<file path="src/rtl/uart_mmio_pkg.sv">
// Shared types and register-map constants for the memory-mapped UART transmitter.
package uart_mmio_pkg;

    typedef enum logic [1:0] {
        IDLE,
        START,
        DATA,
        STOP
    } uart_state_e;

    localparam logic [31:0] OFF_TXDATA = 32'h0000_0000;
    localparam logic [31:0] OFF_STATUS = 32'h0000_0004;

    localparam int unsigned STAT_FULL_BIT   = 0;
    localparam int unsigned STAT_EMPTY_BIT  = 1;
    localparam int unsigned STAT_ACTIVE_BIT = 2;
    localparam int unsigned STAT_OVF_BIT    = 3;
    localparam int unsigned STAT_COUNT_LSB  = 4;

endpackage

</file>
<file path="src/rtl/sync_fifo.sv">
// Single-clock FIFO with occupancy count; push ignored when full, pop ignored when empty.
module sync_fifo #(
    parameter int unsigned WIDTH = 8,
    parameter int unsigned DEPTH = 4
) (
    input  logic                     clk,
    input  logic                     rst,
    input  logic                     push,
    input  logic [WIDTH-1:0]         din,
    input  logic                     pop,
    output logic [WIDTH-1:0]         dout,
    output logic                     full,
    output logic                     empty,
    output logic [$clog2(DEPTH):0]   count
);

    localparam int unsigned AW = $clog2(DEPTH);
    localparam int unsigned CW = AW + 1;

    logic [WIDTH-1:0] mem [DEPTH];
    logic [AW-1:0]    wr_ptr;
    logic [AW-1:0]    rd_ptr;
    logic [CW-1:0]    count_q;
    logic             do_push;
    logic             do_pop;

    assign full    = (count_q == CW'(DEPTH));
    assign empty   = (count_q == '0);
    assign count   = count_q;
    assign dout    = mem[rd_ptr];
    assign do_push = push && !full;
    assign do_pop  = pop && !empty;

    always_ff @(posedge clk) begin
        if (do_push) begin
            mem[wr_ptr] <= din;
        end
    end

    // DEPTH is a power of two, so pointers wrap naturally.
    always_ff @(posedge clk) begin
        if (rst) begin
            wr_ptr  <= '0;
            rd_ptr  <= '0;
            count_q <= '0;
        end else begin
            if (do_push) begin
                wr_ptr <= wr_ptr + 1'b1;
            end
            if (do_pop) begin
                rd_ptr <= rd_ptr + 1'b1;
            end
            if (do_push && !do_pop) begin
                count_q <= count_q + 1'b1;
            end else if (do_pop && !do_push) begin
                count_q <= count_q - 1'b1;
            end
        end
    end

endmodule

</file>
<file path="src/rtl/mmio_uart_tx.sv">
// Memory-mapped 8N1 UART transmitter: TXDATA push register, STATUS register, FIFO-fed serialiser.
module mmio_uart_tx
    import uart_mmio_pkg::*;
#(
    parameter logic [31:0] BASE_ADDR    = 32'h0000_0100,
    parameter int unsigned CLKS_PER_BIT = 4,
    parameter int unsigned FIFO_DEPTH   = 4
) (
    input  logic        clk,
    input  logic        rst,
    input  logic [31:0] addr,
    input  logic [31:0] wdata,
    input  logic        we,
    output logic [31:0] rdata,
    output logic        hit,
    output logic        tx,
    output logic        busy
);

    localparam int unsigned TW = $clog2(CLKS_PER_BIT) + 1;
    localparam int unsigned CW = $clog2(FIFO_DEPTH) + 1;
    localparam logic [TW-1:0] TIMER_LAST = TW'(CLKS_PER_BIT - 1);

    uart_state_e   state_q, state_n;
    logic [TW-1:0] timer_q, timer_n;
    logic [2:0]    bit_q, bit_n;
    logic [7:0]    shift_q, shift_n;
    logic          tx_q, tx_n;
    logic          ovf_q;

    logic          sel_tx;
    logic          sel_st;
    logic          fifo_push;
    logic          fifo_pop;
    logic [7:0]    fifo_head;
    logic          fifo_full;
    logic          fifo_empty;
    logic [CW-1:0] fifo_count;
    logic          tx_active;
    logic [31:0]   status;
    logic          wdata_unused;

    assign sel_tx       = (addr == BASE_ADDR + OFF_TXDATA);
    assign sel_st       = (addr == BASE_ADDR + OFF_STATUS);
    assign hit          = sel_tx || sel_st;
    assign fifo_push    = we && sel_tx && !fifo_full;
    assign tx_active    = (state_q != IDLE);
    assign busy         = tx_active || !fifo_empty;
    assign tx           = tx_q;
    assign rdata        = sel_st ? status : '0;
    assign wdata_unused = ^wdata[31:8];

    always_comb begin
        status                                 = '0;
        status[STAT_FULL_BIT]                  = fifo_full;
        status[STAT_EMPTY_BIT]                 = fifo_empty;
        status[STAT_ACTIVE_BIT]                = tx_active;
        status[STAT_OVF_BIT]                   = ovf_q;
        status[STAT_COUNT_LSB +: 4]            = 4'(fifo_count);
    end

    sync_fifo #(
        .WIDTH (8),
        .DEPTH (FIFO_DEPTH)
    ) u_fifo (
        .clk   (clk),
        .rst   (rst),
        .push  (fifo_push),
        .din   (wdata[7:0]),
        .pop   (fifo_pop),
        .dout  (fifo_head),
        .full  (fifo_full),
        .empty (fifo_empty),
        .count (fifo_count)
    );

    // Drop and clear live at different addresses, so they never collide.
    always_ff @(posedge clk) begin
        if (rst) begin
            ovf_q <= 1'b0;
        end else if (we && sel_tx && fifo_full) begin
            ovf_q <= 1'b1;
        end else if (we && sel_st && wdata[STAT_OVF_BIT]) begin
            ovf_q <= 1'b0;
        end
    end

    always_ff @(posedge clk) begin
        if (rst) begin
            state_q <= IDLE;
            timer_q <= '0;
            bit_q   <= '0;
            shift_q <= '0;
            tx_q    <= 1'b1;
        end else begin
            state_q <= state_n;
            timer_q <= timer_n;
            bit_q   <= bit_n;
            shift_q <= shift_n;
            tx_q    <= tx_n;
        end
    end

    // tx is registered, so each branch computes the line level for the next cycle.
    always_comb begin
        state_n  = state_q;
        timer_n  = timer_q;
        bit_n    = bit_q;
        shift_n  = shift_q;
        tx_n     = tx_q;
        fifo_pop = 1'b0;
        unique case (state_q)
            IDLE: begin
                if (!fifo_empty) begin
                    fifo_pop = 1'b1;
                    shift_n  = fifo_head;
                    timer_n  = '0;
                    tx_n     = 1'b0;
                    state_n  = START;
                end
            end
            START: begin
                if (timer_q == TIMER_LAST) begin
                    timer_n = '0;
                    bit_n   = '0;
                    tx_n    = shift_q[0];
                    state_n = DATA;
                end else begin
                    timer_n = timer_q + 1'b1;
                end
            end
            DATA: begin
                if (timer_q == TIMER_LAST) begin
                    timer_n = '0;
                    if (bit_q == 3'd7) begin
                        tx_n    = 1'b1;
                        state_n = STOP;
                    end else begin
                        bit_n   = bit_q + 1'b1;
                        shift_n = {1'b0, shift_q[7:1]};
                        tx_n    = shift_q[1];
                    end
                end else begin
                    timer_n = timer_q + 1'b1;
                end
            end
            STOP: begin
                if (timer_q == TIMER_LAST) begin
                    timer_n = '0;
                    if (!fifo_empty) begin
                        fifo_pop = 1'b1;
                        shift_n  = fifo_head;
                        tx_n     = 1'b0;
                        state_n  = START;
                    end else begin
                        state_n  = IDLE;
                    end
                end else begin
                    timer_n = timer_q + 1'b1;
                end
            end
            default: begin
                state_n = IDLE;
                tx_n    = 1'b1;
            end
        endcase
    end

endmodule

</file>
<file path="config.mk">
export PLATFORM = sky130hd
export DESIGN_NAME = mmio_uart_tx
export DESIGN_NICKNAME = d
export VERILOG_FILES = /design/src/rtl/uart_mmio_pkg.sv /design/src/rtl/sync_fifo.sv /design/src/rtl/mmio_uart_tx.sv
export SDC_FILE = /design/constraint.sdc
export NUM_CORES = 1
export LEC_CHECK = 0
export ABC_AREA = 1
export CORE_MARGIN = 5
export CORE_UTILIZATION = 42
export DETAILED_ROUTE_END_ITERATION = 10
export GPL_ROUTABILITY_DRIVEN = 0
export PLACE_DENSITY = 0.83
export REMOVE_ABC_BUFFERS = 1
export SYNTH_ARGS = -nofsm -noshare
export SYNTH_HDL_FRONTEND = slang
export SYNTH_SLANG_ARGS = --single-unit
</file>
<file path="constraint.sdc">
create_clock -name clk -period 5.3 [get_ports clk]
set_input_delay 1.06 -clock clk [delete_from_list [all_inputs] [get_ports clk]]
set_output_delay 1.06 -clock clk [all_outputs]
set_load 0.005 [all_outputs]
</file>
---- Yosys cells after proc, flatten, opt, wreduce, memory -nomap -nowiden ----
Memory sizes are Yosys's and may differ from the RTL's. A register that Yosys moved wholly into a read port is not among the register bits.
Cells that the tools add are included.
Widths: inputs -> output; s select.
cells by class
  add/subtract/negate cells ............... 6
  equal/unequal tests ..................... 14
  mux-type cells .......................... 37
  reduce and logical (&&, ||, !) cells .... 27
operators by type and width
  cell                 number
  $eq 32x9->1 const B  2
  $mux 8               4
  $pmux 8 s3           1
  $mux 3               7
  $mux 2               7
  $mux 1               12
  $ne 2x2->1 const B   6
  $pmux 3 s2           2
  $add 3x1->3 const B  3
  $logic_and 1x1->1    9
  $pmux 2 s4           1
  $reduce_and 4->1     2
  $reduce_bool 2->1    4
  $mux 7               1
  $eq 3x3->1 const B   2
  $reduce_and 5->1     1
  $add 2x1->2 const B  2
  $eq 2x2->1 const B   2
  $logic_not 1->1      4
  $pmux 1 s4           1
  $eq 3x2->1 const B   1
  $logic_not 3->1      1
  $reduce_and 3->1     1
  $reduce_bool 3->1    1
  other kinds (6)      7
word-level totals
  register bits ........................... 25
  bits in writable memories ............... 32
  input port bits ......................... 67
  output and inout bits ................... 35
  word-level logic and storage cells ...... 94
  memories ................................ 1
memory list
  name        depth  width  rd ports  clocked after memory_dff  wr ports  line             text
  u_fifo.mem  4      8      1         1                         1         sync_fifo.sv:20  logic [WIDTH-1:0] mem [DEPTH];

---- Depth between registers and ports, before layout ----
Gate-level depths: netlist (run 1).
  word-level depth ........................ 8
  gate-level depth with buffers ........... 15
  mapped depth without buffers ............ 15

---- By module ----
A second synthesis (run 1) with hierarchy kept.
unflattened totals
  cell total of the unflattened synthesis .. 387
  area, all modules ....................... 3128.0 um^2
by module, submodules not included
  module        times used  cells an instance  area each (um^2)  sequential area each (um^2)
  sync_fifo     1           146                1685.4            1141.1
  mmio_uart_tx  1           241                1442.6            360.3

---- Least setup slack after synthesis (run 1) ----
No wires, ideal clock.
  path kind ............................... input -> output
  start ................................... input addr[15]
  end ..................................... output rdata[0]
  arrival time ............................ 1.788 ns
  data required time ...................... 4.240 ns
  path slack .............................. 2.452 ns
  stages on the path ...................... 7
  buffers on the path ..................... 0
  cell sequence ........................... nor2_1 -> nand2_1 -> nor2_1 -> inv_1 -> nor2_1 -> nand2_1 -> nor3_1
between the ends
  word-level cells in the longest chain between the ends .. 2
RTL lines
  what                line                text
  start: declaration  mmio_uart_tx.sv:11  input logic [31:0] addr,
  $eq 32x9->1         mmio_uart_tx.sv:44  assign sel_st = (addr == BASE_ADDR + OFF_STATUS);
  $mux 7              mmio_uart_tx.sv:50  assign rdata = sel_st ? status : '0;
  end: declaration    mmio_uart_tx.sv:14  output logic [31:0] rdata,
Every way passes these cells.

---- Final worst setup path (run 1) ----
  start ................................... input addr[8]
  end ..................................... output rdata[0]
The elaborated chain is that of the path after synthesis.

==> flow_summary.rst, run 1 <==
.. list-table::
   :header-rows: 1

   * - Metric
     - Value
   * - Die extent in y
     - 95.42 um
   * - Switching power as a share of total power
     - a little over a third
   * - Cell accounting for the most synthesized area
     - sky130_fd_sc_hd__edfxtp_1
   * - Clock tree root buffer cell
     - sky130_fd_sc_hd__clkbuf_8
   * - Netlist Area Pre-Place
     - approximately 3100 sq um
   * - Seq/Total Area, Yosys
     - 49.00%
   * - Pre-CTS setup slack
     - 1.376 ns
   * - Non-filler cells in the finished layout
     - 511
   * - Drc violations
     - 0
   * - Via count of the first global-routing pass
     - 2,302
   * - Critical path peak fanout
     - 8
   * - Total wirelength of the detailed-routed design
     - between 6000 and 7000 um
   * - Chip Width
     - 95.42 um
   * - Startpoint of the most critical hold path
     - ovf_q
   * - Core footprint
     - 7176 sq um
   * - Drt pass-1 iters
     - 4
   * - Top-level I/O count
     - a little over 100
   * - FF+latch count, synth
     - 59
   * - Number of violations of the max-capacitance limit
     - 0
   * - Final hold violation count
     - 0
   * - Area delta synth->final
     - 21.31%
   * - CTS tree
     - yes
   * - Layout Skew
     - 0.006455 ns
   * - Maximum achievable frequency
     - ~0.25 GHz
   * - Post-layout minimum cycle time
     - 3.925 ns
   * - Outcome
     - completed
   * - Internal reg-to-reg setup slack
     - 2.88 ns
   * - Number of antenna violations at the first check in global routing
     - 0
   * - Count of unique library cells instantiated by Yosys
     - 33
   * - Pin count of the biggest net entering global routing
     - 18
   * - Final worst path period share
     - 74.05%
   * - Max Buffers Root-to-Sink
     - 2
   * - Worst-margin pin slew
     - approximately 0.83 ns
   * - Leading cell type in the layout, fill and taps excluded
     - sky130_fd_sc_hd__nor2_1
   * - Endpoint of the worst-slack reg-to-reg timing path
     - u_fifo.count[2]
   * - Area of combinational cells with multiple inputs
     - 1255 sq um
   * - Worst setup path class
     - input pin to output pin
   * - Die Outline Area
     - 9104 sq um
   * - Clock net sink count
     - 59
   * - CTS Buf Count
     - 9
   * - Data required time at the worst endpoint
     - 4.24 ns
   * - Worst-path clk slew
     - 0.06 ns
   * - Routed len/inst
     - between 10 and 15 um
   * - Number of routed nets with antenna violations
     - 0
   * - Cell types occupying the most area after synthesis
     - sky130_fd_sc_hd__edfxtp_1, sky130_fd_sc_hd__dfxtp_1, sky130_fd_sc_hd__nor2_1
   * - Clock H-tree levels
     - 3
   * - GR Util All Layers
     - 14.30%
   * - Arrival time at the worst endpoint
     - 2.86 ns
   * - Internal Pwr Total
     - about 960 uW
   * - Summed area of non-filler cells in the final layout
     - approximately 3700 sq um
   * - Layout net count
     - 487
   * - Global route overflow
     - 0
   * - Post-route worst setup slack
     - 1.375 ns
   * - Fraction of post-synthesis cell area in the top cell type by area
     - 31.36%
   * - Final setup violating endpoints
     - 0
   * - Area of all sequential standard cells
     - 1501 sq um
   * - Clock network fraction of design power
     - 25.6%
   * - Reg2Reg Depth
     - 13
   * - Synthesized instance count
     - 354
   * - Path category of the worst min-delay check
     - register to register
   * - Vias per inst
     - 4.675
   * - Sequential power share
     - between 30% and 40%
   * - Leading cell types in the layout, fill and taps excluded
     - sky130_fd_sc_hd__nor2_1, sky130_fd_sc_hd__clkdlybuf4s50_1, sky130_fd_sc_hd__nand2_1
   * - Number of inserted filler cells in the final layout
     - 632
   * - First-pass GRT wire length
     - 10,020 um
   * - RSZ-0062 raised after global routing
     - false
   * - Total number of placement rows
     - 31
   * - Worst slew margin relative to its limit
     - between 40% and 50%
   * - Number of antenna repair diodes
     - 0
   * - Effective utilization at floorplan
     - 42.70%
   * - Reported net switching power
     - 553.4 uW
   * - Capture endpoint of the worst hold path
     - ovf_q
   * - DR vias
     - 2,389
   * - Number of instances in the placed design
     - around 500
   * - Count of input and output buffers
     - 52
   * - Gates resized, CTS repair
     - 0
   * - Power share of the combinational group
     - 35.1%
   * - Sum of negative setup slack
     - 0 ns
   * - Power density cells
     - between 400 and 500 nW/um^2
   * - Total power
     - 1.511 mW
   * - Sum of net half-perimeters after detailed placement
     - 4585 um
   * - Synth Area per Inst
     - 8.656 sq um
   * - Number of buffers inserted to repair setup after CTS
     - 0
   * - Startpoint of the worst register-to-register path
     - state_q[0]
   * - Static leakage power
     - 1.452 nW
   * - Number of warning messages in the yosys log
     - 0
   * - Kind of end point of the critical path
     - output pin
   * - First DRT Iteration DRCs
     - 120
   * - Cell area after placement
     - between 3000 and 4000 sq um
   * - Element type at the critical path start
     - input pin
   * - CTS Hold Buffers Added
     - 0
   * - Min-Delay Path Depth
     - 2
   * - Layout cells sized above 1
     - 8.010%
   * - Total count of max-transition violations in the final report
     - 0
   * - Maximum resistive drop on vdd
     - 0.2062 mV
   * - Clock insertion delay at the later pin of the skew report
     - 0.33 ns
power by group through the flow:
stage | Combinational, mW | Sequential [mW] | Clock, mW
6_report | 0.530 | 0.594 | 0.387
5_1_grt | 0.606 | 0.603 | 0.419
4_1_cts | 0.533 | 0.594 | 0.395
3_5_place_dp | 0.527 | 0.603 | 0
3_3_place_gp | 0.502 | 0.598 | 0
2_1_floorplan | 0.379 | 0.588 | 0
registers in the layout (all words and copies together) (netlist names), named ones only:
register / count
u_fifo.wr_ptr: 2
ovf_q: 1
timer_q: 3
u_fifo.rd_ptr: 2
shift_q: 8
tx: 1
u_fifo.count: 3
u_fifo.mem: 32
state_q: 2
bit_q: 3
kinds of logic (layout without fill, tap and decap cells):
group / after synthesis / count (layout) / share of synthesized area (%)
other: 1 / 25 / 0.1224
AO/OA/AOI/OAI: 59 / 59 / 11.35
flip-flops: 59 / 59 / 49.00
adder cells (fa/ha/maj): 13 / 13 / 5.553
AND/OR/NAND/NOR: 151 / 151 / 20.42
XOR/XNOR: 2 / 2 / 0.5718
buffers and inverters: 69 / 103 / 12.98
per-stage QoR:
step	util, %	hold slack [ns]
CTS	51.80	0.4617
global route	51.80	0.4841
finish	51.80	0.4593
detailed placement	49.22	0.4539
floorplan	-	0.4331
global placement	49.22	0.4516
worst max-delay path by stage:
stage	from	end	slack, ns	cells after the start
detailed placement	addr[8]	rdata[0]	1.38	10
CTS	addr[8]	rdata[0]	1.37	10
global placement	addr[8]	rdata[0]	1.40	10
finish	addr[8]	rdata[0]	1.38	10
global route	addr[8]	rdata[0]	1.13	10
floorplan	addr[15]	rdata[0]	2.45	7
final cells by class:
cell class / count / area share, %
well taps: 99 / 3.332
multi-input cells: 250 / 33.76
flip-flops and latches: 59 / 40.39
inverters: 35 / 3.534
clock inverters: 5 / 1.447
repair buffers: 52 / 14.00
clock buffers: 11 / 3.534
cell usage after synthesis:
master / instances
sky130_fd_sc_hd__a21oi_1: 17
sky130_fd_sc_hd__a31oi_1: 2
sky130_fd_sc_hd__nand3_1: 9
sky130_fd_sc_hd__clkinv_1: 1
sky130_fd_sc_hd__o21ai_2: 1
sky130_fd_sc_hd__xor2_1: 2
sky130_fd_sc_hd__and2_1: 1
sky130_fd_sc_hd__nand2_2: 2
sky130_fd_sc_hd__nor3_2: 1
sky130_fd_sc_hd__fa_1: 1
sky130_fd_sc_hd__nor2_1: 76
sky130_fd_sc_hd__buf_2: 2
sky130_fd_sc_hd__clkbuf_2: 1
sky130_fd_sc_hd__nor2_2: 5
sky130_fd_sc_hd__inv_2: 4
sky130_fd_sc_hd__o21ai_0: 22
sky130_fd_sc_hd__dfxtp_1: 27
sky130_fd_sc_hd__inv_1: 30
sky130_fd_sc_hd__edfxtp_1: 32
sky130_fd_sc_hd__conb_1: 1
sky130_fd_sc_hd__buf_6: 5
sky130_fd_sc_hd__o221a_2: 1
sky130_fd_sc_hd__ha_1: 12
sky130_fd_sc_hd__nor3_1: 1
sky130_fd_sc_hd__a21oi_2: 4
sky130_fd_sc_hd__o22ai_1: 2
sky130_fd_sc_hd__nand4_1: 3
sky130_fd_sc_hd__o211ai_1: 7
sky130_fd_sc_hd__nand3_2: 2
sky130_fd_sc_hd__o211a_1: 1
sky130_fd_sc_hd__buf_4: 26
sky130_fd_sc_hd__o21ai_1: 2
sky130_fd_sc_hd__nand2_1: 51
per-layer routing:
metal | vias to the layer above | global-route usage (%) | share of wire (%)
met4 | 0 | 7.346 | 2.0
met2 | 60 | 25.89 | 55
met3 | 14 | 4.104 | 5.1
met5 | - | 0 | 0
met1 | 1100 | 14.96 | 38
li1 | 1215 | - | -
worst max-delay path, stage by stage:
cell,delay (ns)
sky130_fd_sc_hd__clkdlybuf4s50_1,0.45
sky130_fd_sc_hd__inv_1,0.04
sky130_fd_sc_hd__nor2_1,0.07
sky130_fd_sc_hd__nand2_1,0.05
sky130_fd_sc_hd__nor2_1,0.12
sky130_fd_sc_hd__inv_1,0.06
sky130_fd_sc_hd__nor2_1,0.12
sky130_fd_sc_hd__nand2_1,0.18
sky130_fd_sc_hd__nor3_1,0.17
sky130_fd_sc_hd__clkdlybuf4s50_1,0.54
Note: power is estimated with default switching activity, not from simulation.
==> inputs of run 2 (changes only) <==
--- a/config.mk
+++ b/config.mk
@@ -10,7 +10,7 @@
 export CORE_UTILIZATION = 42
 export DETAILED_ROUTE_END_ITERATION = 10
 export GPL_ROUTABILITY_DRIVEN = 0
-export PLACE_DENSITY = 0.83
+export PLACE_DENSITY = 0.86
 export REMOVE_ABC_BUFFERS = 1
 export SYNTH_ARGS = -nofsm -noshare
 export SYNTH_HDL_FRONTEND = slang
==> constraint.sdc (replaced) <==
create_clock -name clk -period 3.6 [get_ports clk]
set_input_delay 0.72 -clock clk [delete_from_list [all_inputs] [get_ports clk]]
set_output_delay 0.72 -clock clk [all_outputs]
set_load 0.005 [all_outputs]
==> run 2 against run 1 <==
Combinational power rose by 47%; critical path depth did not move; highest routed layer unchanged; largest cell class unchanged; wire length rose by 0.72%; critical endpoint unchanged.
==> flow_summary.rst, run 2 (synthesis gave the netlist of run 1 again) <==
.. list-table::
   :header-rows: 1

   * - Metric
     - Value
   * - Switching power as a share of total power
     - 34.30%
   * - Static leakage power
     - 1.510 nW
   * - Slowest cell delay on critical path
     - 0.55 ns
   * - Outcome
     - completed
   * - Chip Width
     - 95.42 um
   * - Layout net count
     - 492
   * - Area delta synth->final
     - 24.05%
   * - Internal reg-to-reg setup slack
     - 1.19 ns
   * - Sum of negative setup slack
     - 0 ns
   * - Final setup violating endpoints
     - 0
   * - Critical path peak fanout
     - 8
   * - Post-layout minimum cycle time
     - 3.353 ns
   * - First DRT Iteration DRCs
     - 170
   * - Biggest registers after layout
     - u_fifo.mem x32, shift_q x8
   * - Maximum resistive drop on vdd
     - 0.3824 mV
   * - Total wirelength of the detailed-routed design
     - 6317 um
   * - Path category of the worst min-delay check
     - register to register
   * - Startpoint of the worst register-to-register path
     - state_q[0]
   * - Busiest layer in global routing
     - met2
   * - Global-route track usage on met1
     - 16.36%
   * - Endpoint of the worst-slack reg-to-reg timing path
     - u_fifo.count[2]
   * - Routed len/inst
     - 12.24 um
   * - Leading cell type in the layout, fill and taps excluded
     - sky130_fd_sc_hd__nor2_1
   * - Die Outline Area
     - 9104 sq um
   * - Met3 usage in global routing
     - 3.710%
   * - CTS Buf Count
     - 9
   * - CTS tree
     - yes
   * - Total count of max-transition violations in the final report
     - 0
   * - Internal Pwr Total
     - about 1.5 mW
   * - Worst-margin pin slew
     - 0.5296 ns
   * - Kind of end point of the critical path
     - output pin
   * - Via count of the first global-routing pass
     - 2,345
   * - Total power
     - 2.357 mW
   * - Effective utilization at floorplan
     - 42.70%
   * - Clock H-tree levels
     - 3
   * - Total number of placement rows
     - 31
   * - Reg2Reg Depth
     - 13
   * - Buffer and inverter count on the worst path
     - 4
   * - Clock tree root buffer cell
     - sky130_fd_sc_hd__clkbuf_8
   * - DR vias
     - 2,381
   * - Leading cell types in the layout, fill and taps excluded
     - sky130_fd_sc_hd__nor2_1, sky130_fd_sc_hd__clkdlybuf4s50_1, sky130_fd_sc_hd__nand2_1
   * - Vias per inst
     - 4.614
   * - Worst slew margin relative to its limit
     - 64.64%
   * - CP Capture Point
     - rdata[0]
   * - Power density cells
     - 620.0 nW/um^2
   * - Min-Delay Path Depth
     - 1
   * - Count of input and output buffers
     - 52
   * - Power share of the combinational group
     - approximately 33%
   * - Critical path origin
     - addr[8]
   * - Maximum achievable frequency
     - 0.2983 GHz
   * - Pin count of the biggest net entering global routing
     - 18
   * - Number of antenna violations at the first check in global routing
     - 0
   * - Element type at the critical path start
     - input pin
   * - Number of buffers inserted to repair setup after CTS
     - 0
   * - Layout cells sized above 1
     - under 10%
   * - Reported net switching power
     - 808.3 uW
   * - Final hold violation count
     - 0
   * - Drc violations
     - 0
   * - Number of violations of the max-capacitance limit
     - 0
   * - Top Family by Delay on Critical Path
     - buffers and inverters
   * - Gates resized, CTS repair
     - 0
   * - CTS Hold Buffers Added
     - 0
   * - Slowest cell on the critical path
     - sky130_fd_sc_hd__clkdlybuf4s50_1
   * - Clock net sink count
     - 59
   * - CP most frequent cell
     - sky130_fd_sc_hd__nor2_1
   * - Top-level I/O count
     - a little over 100
   * - Core footprint
     - about 7000 sq um
   * - Layout Skew
     - 0.007690 ns
   * - Global route overflow
     - 0
   * - Arrival time at the worst endpoint
     - ~2.6 ns
   * - Logic depth of the worst setup path including buffers
     - 10
   * - Cells along the critical path
     - clkdlybuf4s50_1 > inv_1 > nor2_1 > nand2_1 > nor2_1 > inv_1 > nor2_1 > nand2_1 > nor3_1 > clkdlybuf4s50_1
   * - Clock network fraction of design power
     - between 20 and 30%
   * - Sum of net half-perimeters after detailed placement
     - 4608 um
   * - Clock insertion delay at the later pin of the skew report
     - 0.33 ns
   * - Final worst path period share
     - 93.13%
   * - GR Util All Layers
     - roughly 15%
   * - Grt met2 use
     - 26.30%
   * - Die extent in y
     - 95.42 um
   * - Register with the most flip-flops
     - u_fifo.mem
   * - Number of antenna repair diodes
     - 0
   * - Number of routed nets with antenna violations
     - 0
   * - Max Buffers Root-to-Sink
     - 2
   * - Data required time at the worst endpoint
     - 2.88 ns
   * - Sequential power share
     - between 30% and 40%
   * - Worst-path clk slew
     - 0.07 ns
   * - Worst setup path class
     - input pin to output pin
   * - First-pass GRT wire length
     - 10,370 um
   * - RSZ-0062 raised after global routing
     - false
   * - Number of flip-flops under the largest register name
     - 32
   * - Drt pass-1 iters
     - 4
[run 2: cell count changes in the layout (fill, tap and decap cells not counted), sizes merged]
cell,before,now
clkinvlp,2,0
buf,0,5
clkinv,3,4
bufinv,1,3
clkbuf,11,10
[run 2: worst min-delay path by stage]
stage / from / endpoint
final: timer_q[2] / timer_q[2]
after global routing: timer_q[2] / timer_q[2]
after CTS: timer_q[2] / timer_q[2]
after detailed placement: shift_q[1] / shift_q[1]
after global placement: ovf_q / ovf_q
after floorplan: ovf_q / ovf_q
[run 2: through the flow]
stage                     instances  utilization [%]  hold WS [ns]  worst slack [ns]  instance area (sq um)
final                           516            52.97        0.4675            0.2472                   3801
after global routing            516            52.97        0.4872           0.01648                   3801
after global placement          500            49.75        0.4508            0.3322                   3570
after floorplan                 344                -        0.4331             1.120                   2888
after CTS                       516            52.97        0.4686            0.2353                   3801
after detailed placement        500            49.75        0.4589            0.2690                   3570
[run 2: routing by layer]
metal  up-vias  routed length (um)  share of wire [%]
met1      1083                2512                 40
met3         4                 387                6.1
met2        69                3383                 54
met4         0                  34               0.54
li1       1225                   -                  -
met5         -                   0                  0
[run 2: area by class of cell]
type	instances	area, sq um
fillers	630	3374
flip-flops and latches	59	1501
multi-input cells	250	1255
repair buffers	57	558.0
inverters	35	131.4
clock buffers	10	127.6
well taps	99	123.9
clock inverters	6	103.9
[run 2: power groups by stage]
stage / Clock (mW) / Combinational, mW / Sequential, mW
after floorplan: 0 / 0.558 / 0.866
after global placement: 0 / 0.738 / 0.881
after detailed placement: 0 / 0.771 / 0.886
after CTS: 0.720 / 0.779 / 0.873
after global routing: 0.757 / 0.890 / 0.893
final: 0.705 / 0.779 / 0.873
==> inputs of run 3 (changes only) <==
--- a/config.mk
+++ b/config.mk
@@ -9,7 +9,6 @@
 export CORE_MARGIN = 5
 export CORE_UTILIZATION = 42
 export DETAILED_ROUTE_END_ITERATION = 10
-export GPL_ROUTABILITY_DRIVEN = 0
 export PLACE_DENSITY = 0.86
 export REMOVE_ABC_BUFFERS = 1
 export SYNTH_ARGS = -nofsm -noshare
==> results of run 3 <==
No change in the layout: final DEF, timing and power equal those of run 2.
